`src/rtl/adder_share_arbiter_pkg.sv`:
```
// Shared types and helpers for the adder-sharing arbiter.
// Slot state encoding and an ID-width helper.
package adder_share_arbiter_pkg;

    typedef enum logic {
        ST_EMPTY = 1'b0,
        ST_FULL  = 1'b1
    } state_t;

    function automatic int clog2(input int n);
        int r;
        r = 0;
        while ((1 << r) < n) r++;
        if (r == 0) r = 1;
        return r;
    endfunction

endpackage

```
`src/rtl/adder_share_arbiter_rr_arbiter.sv`:
```
// Combinational round-robin arbiter (double-width masked scan).
// Ports: req, en, ptr in; one-hot gnt and binary gnt_idx out.
module rr_arbiter #(
    parameter int NREQ = 4,
    parameter int IDW  = 2
) (
    input  logic [NREQ-1:0] req,
    input  logic            en,
    input  logic [IDW-1:0]  ptr,
    output logic [NREQ-1:0] gnt,
    output logic [IDW-1:0]  gnt_idx
);

    logic [NREQ-1:0] rot;
    logic [IDW:0]    off;
    logic [IDW:0]    idx;
    logic            hit;

    always_comb begin
        // rotate so bit 0 is the requester at ptr
        rot = NREQ'({req, req} >> ptr);
        off = '0;
        hit = 1'b0;
        // descending scan: lowest set bit wins
        for (int j = NREQ - 1; j >= 0; j--) begin
            if (rot[j]) begin
                off = (IDW+1)'(j);
                hit = 1'b1;
            end
        end
        idx = {1'b0, ptr} + off;
        if (idx >= (IDW+1)'(NREQ))
            idx = idx - (IDW+1)'(NREQ);
        gnt_idx = idx[IDW-1:0];
        gnt = '0;
        if (en && hit)
            gnt[gnt_idx] = 1'b1;
    end

endmodule

```
`src/rtl/adder_share_arbiter.sv`:
```
// One WIDTH-bit adder time-shared among NREQ requesters.
// Ports: req_valid/req_a/req_b in, req_ready out; res_* valid/ready out.
module adder_share_arbiter
    import adder_share_arbiter_pkg::*;
#(
    parameter int NREQ  = 4,
    parameter int WIDTH = 3,
    parameter int IDW   = clog2(NREQ)
) (
    input  logic                  clk,
    input  logic                  rst_n,
    input  logic [NREQ-1:0]       req_valid,
    input  logic [NREQ*WIDTH-1:0] req_a,
    input  logic [NREQ*WIDTH-1:0] req_b,
    output logic [NREQ-1:0]       req_ready,
    output logic                  res_valid,
    output logic [WIDTH-1:0]      res_sum,
    output logic                  res_carry,
    output logic [IDW-1:0]        res_id,
    input  logic                  res_ready
);

    state_t           state;
    logic [IDW-1:0]   rr_ptr;
    logic [IDW-1:0]   gnt_idx;
    logic [NREQ-1:0]  gnt;
    logic             can_accept;
    logic             arb_en;
    logic             granted;
    logic [WIDTH-1:0] a_sel;
    logic [WIDTH-1:0] b_sel;
    logic [WIDTH:0]   sum_w;
    logic [IDW-1:0]   ptr_next;

    // draining and refilling in the same cycle avoids a bubble
    assign can_accept = (state == ST_EMPTY)
                      | (res_ready & res_valid);
    // no acceptance while reset is asserted
    assign arb_en  = can_accept & rst_n;
    assign granted = |gnt;

    rr_arbiter #(
        .NREQ (NREQ),
        .IDW  (IDW)
    ) u_arb (
        .req     (req_valid),
        .en      (arb_en),
        .ptr     (rr_ptr),
        .gnt     (gnt),
        .gnt_idx (gnt_idx)
    );

    assign req_ready = gnt;
    assign a_sel = req_a[gnt_idx*WIDTH +: WIDTH];
    assign b_sel = req_b[gnt_idx*WIDTH +: WIDTH];
    assign sum_w = {1'b0, a_sel} + {1'b0, b_sel};

    assign ptr_next = (gnt_idx == IDW'(NREQ - 1))
                    ? '0 : gnt_idx + IDW'(1);

    always_ff @(posedge clk) begin
        if (!rst_n) begin
            state     <= ST_EMPTY;
            res_valid <= 1'b0;
            res_sum   <= '0;
            res_carry <= 1'b0;
            res_id    <= '0;
            rr_ptr    <= '0;
        end else if (granted) begin
            state     <= ST_FULL;
            res_valid <= 1'b1;
            res_sum   <= sum_w[WIDTH-1:0];
            res_carry <= sum_w[WIDTH];
            res_id    <= gnt_idx;
            rr_ptr    <= ptr_next;
        end else if (res_ready && res_valid) begin
            // drain only: payload holds its last value
            state     <= ST_EMPTY;
            res_valid <= 1'b0;
        end
    end

endmodule
```
`config.mk`:
```
export PLATFORM = sky130hd
export DESIGN_NAME = adder_share_arbiter
export DESIGN_NICKNAME = d
export VERILOG_FILES = /design/src/rtl/adder_share_arbiter_pkg.sv /design/src/rtl/adder_share_arbiter_rr_arbiter.sv /design/src/rtl/adder_share_arbiter.sv
export SDC_FILE = /design/constraint.sdc
export NUM_CORES = 1
export LEC_CHECK = 0
export ABC_AREA = 1
export ABC_CLOCK_PERIOD_IN_PS = 3900
export CAP_MARGIN = 10
export CELL_PAD_IN_SITES_DETAIL_PLACEMENT = 1
export CELL_PAD_IN_SITES_GLOBAL_PLACEMENT = 1
export CORE_ASPECT_RATIO = 0.7
export CORE_UTILIZATION = 28
export DETAILED_ROUTE_END_ITERATION = 8
export GPL_ROUTABILITY_DRIVEN = 0
export HOLD_SLACK_MARGIN = 0.15
export PLACE_DENSITY_LB_ADDON = 0.15
export SYNTH_ARGS = -nofsm -noshare
export SYNTH_HDL_FRONTEND = slang
export SYNTH_SLANG_ARGS = --single-unit
```
`constraint.sdc`:
```
create_clock -name clk -period 3.9 [get_ports clk]
set_input_delay 0.78 -clock clk [delete_from_list [all_inputs] [get_ports clk]]
set_output_delay 0.78 -clock clk [all_outputs]
set_load 0.01 [all_outputs]
```
==> impl_metrics.py <==
metrics = {
    "outcome": {
        "status": "completed",
    },
    "floorplan": {
        "die_y_um": 51.6,
        "io-pin-count": 42,
        "die_w_um": 72.8,
        "coreArea_um2": 3250,
        "core.rowCount": 17,
        "die-area_um2": 3750,
        "start_util_pct": 30.2,
    },
    "grt": {
        "track_usage_pct": 17.6,
        "grt_remaining_overflow": 0,
        "grt_pass1_vias": 1223,
        "grt_pass1_wl_um": 5110,
        "grt_max_degree": 15,
        "antenna_found_initial": 0,
    },
    "synthesis": {
        "synthAdderAreaFrac_pct": 9.68,
        "synth-xor-area-share_pct": 1.78,
        "syn_nets": 200,
        "synth.ff_latch_count": 9,
        "postSynthAreaPerCell_um2": 6.06,
        "synthCells": 162,
        "muxShareOfSynthArea_pct": 0,
        "synth_compound_area_share_pct": 9.81,
        "ys_types": 27,
        "yosys_warnings": 0,
        "synth_top_area_share_pct": 18.3,
        "synth-simple-area-share_pct": 49.0,
        "async_flop_share_pct": 0,
        "synth_area_leaders": "dfxtp_1 18%, nor2_1 13%, nand2_1 13%",
        "syn-cell-area_um2": 982,
        "synth_top_family_by_area": "simple AND/OR/NAND/NOR gates",
        "synth_ff_type": "dfxtp_1",
        "synth_top_cell_by_area": "dfxtp_1",
        "synth_edf_count": 0,
        "seq_area_frac_synth_pct": 18.3,
    },
    "worst_hold_path": {
        "worstHoldPathType": "reg2reg",
        "hp-start": "res_id[1]",
        "hold_path_end": "res_id[1]",
        "whs_path_depth": 2,
    },
    "sta": {
        "final-hold-violation-count": 0,
        "setup_viol": 0,
        "max_freq_mhz": 266,
        "fin_skew_ns": 0.00245,
        "relSlewSlack_pct": 69.7,
        "fin_crit_sh_pct": 96.4,
        "worst_slew_pin_slew_ns": 0.453,
        "fin_crit_ns": 3.76,
        "worst_slack_ns": 0.140,
        "report.final.slew_viol_count": 0,
        "fin_setup_tns_ns": 0,
        "whs_ns": 0.478,
        "rsz0062_at_grt": "false",
    },
    "placed_design": {
        "port_buffers": 41,
        "dp_hpwl_um": 2640,
        "pre_cts_ws_ns": -0.173,
        "place_area_um2": 1500,
    },
    "cells_and_area": {
        "diodes": 0,
        "drive_gt1_share_pct": 20.3,
        "most-common-layout-cells": "37 x clkdlybuf4s50_1, 35 x nor2_1, 33 x nand2_1",
        "nets": 251,
        "finalInstanceArea_um2": 1560,
        "syn_to_final_growth_pct": 59.0,
        "mostFrequentLayoutCell": "clkdlybuf4s50_1",
        "fill_cells": 436,
    },
    "worst_setup_path": {
        "reg2reg_to": "res_sum[2]",
        "r2r-start": "rr_ptr[0]",
        "crit_required_ns": 3.12,
        "crit_path_end_kind": "output port",
        "path_class": "in2out",
        "ff2ff_setup_slack_ns": 0.76,
        "ff2ff_path_depth": 22,
        "start_kind": "input pin",
        "cp.arrival_ns": 2.98,
        "path_max_fanout": 3,
    },
    "cts": {
        "root_buffer": "clkbuf_8",
        "worstSkewPairLatency_ns": 0.23,
        "htree_levels": 1,
        "cts_sinks": 9,
        "postCtsSetupBuffers": 0,
        "cts_buffers": 3,
        "clk_transition_reported_paths_ns": 0.05,
        "clk_path_buf_depth": 2,
        "cts_tree": "yes",
    },
    "routing": {
        "drcViolationCount": 0,
        "drt_pass1_iterations": 2,
        "drt-total-wl_um": 3040,
        "viasPerCell": 4.44,
        "vias": 1149,
        "drtAntennaViolNets": 0,
        "wl_per_cell_um": 11.7,
        "drt_iter0_drc": 8,
    },
    "job": {
        "drv_cap": 0,
    },
}
[metrics by stage]
| stage | utilization [%] | cells |
|---|---|---|
| after global routing | 48.0 | 259 |
| after global placement | 46.1 | 255 |
| after detailed placement | 46.1 | 255 |
| final | 48.0 | 259 |
| after CTS | 47.6 | 259 |
| after floorplan | - | 162 |
[sequential cells by signal (all words and copies together) (netlist names)]
register and count:
state 1, res_id 2, rr_ptr 2, res_sum 3, res_carry 1
[worst max-delay path, cell delays in order]
cell and delay (ns):
clkdlybuf4s50_1 0.49, nand2_1 0.10, nand3_1 0.12, nand2_1 0.09, a21boi_2 0.14, ha_2 0.20
xor2_2 0.19, inv_1 0.08, nand3_2 0.08, nand2_1 0.09, ha_1 0.23, inv_1 0.07
nor2_1 0.04, dlygate4sd2_1 0.27
[cells by family after synthesis]
kind of cell               Yosys count
adders and majority gates            7
AOI/OAI and AO/OA                   15
and+or+nand+nor                    102
buffers and inverters               27
DFF                                  9
xor gates and xnor gates             2
[final cells by class]
class	instances	area (µm²)	area share (%)
sequential	9	180	11.5
inverter	23	91.3	5.85
timing repair buffer	50	477	30.5
clock buffer	4	45.0	2.88
tap	47	58.8	3.77
multi-input combinational	126	709	45.4
[worst max path at each step]
stage / cells after the start / end / startpoint / slack [ns]
after floorplan: 18 / res_sum[1] / req_valid[1] / 0.71
after global placement: 14 / req_ready[0] / req_valid[1] / 0.03
after detailed placement: 13 / req_ready[2] / req_valid[0] / -0.17
after CTS: 13 / req_ready[1] / req_valid[0] / 0.0007
after global routing: 15 / req_ready[2] / req_valid[1] / 0.007
final: 14 / req_ready[2] / req_valid[0] / 0.14
[synthesized netlist by cell type (2+ instances only)]
cell type and instances:
ha_1 6, nand2_1 33, xor2_1 2, nand2_2 3
nand3b_1 3, o21ai_1 7, nor2_2 10, dfxtp_1 9
o21ai_0 2, o21ai_2 2, inv_2 6, nand3_1 15
inv_1 16, nor2_1 35
[per-layer routing]
metal / track usage [%] / wire length [µm]
met1: 19.4 / 1330
met2: 35.5 / 1600
met3: 3.29 / 96
met4: 2.94 / 13
met5: 0 / 0
[timing repair]
| item | 4_1_cts | 5_1_grt |
|---|---|---|
| resized for setup | 6 | 3 |
| hold buffers | 0 | 0 |
| endpoints found under the setup margin | 4 | 2 |
| cloned | 0 | 0 |
Power is left out: the tool's default activity adds up to more than one toggle a clock period on the data nets, which glitch-free logic cannot reach.
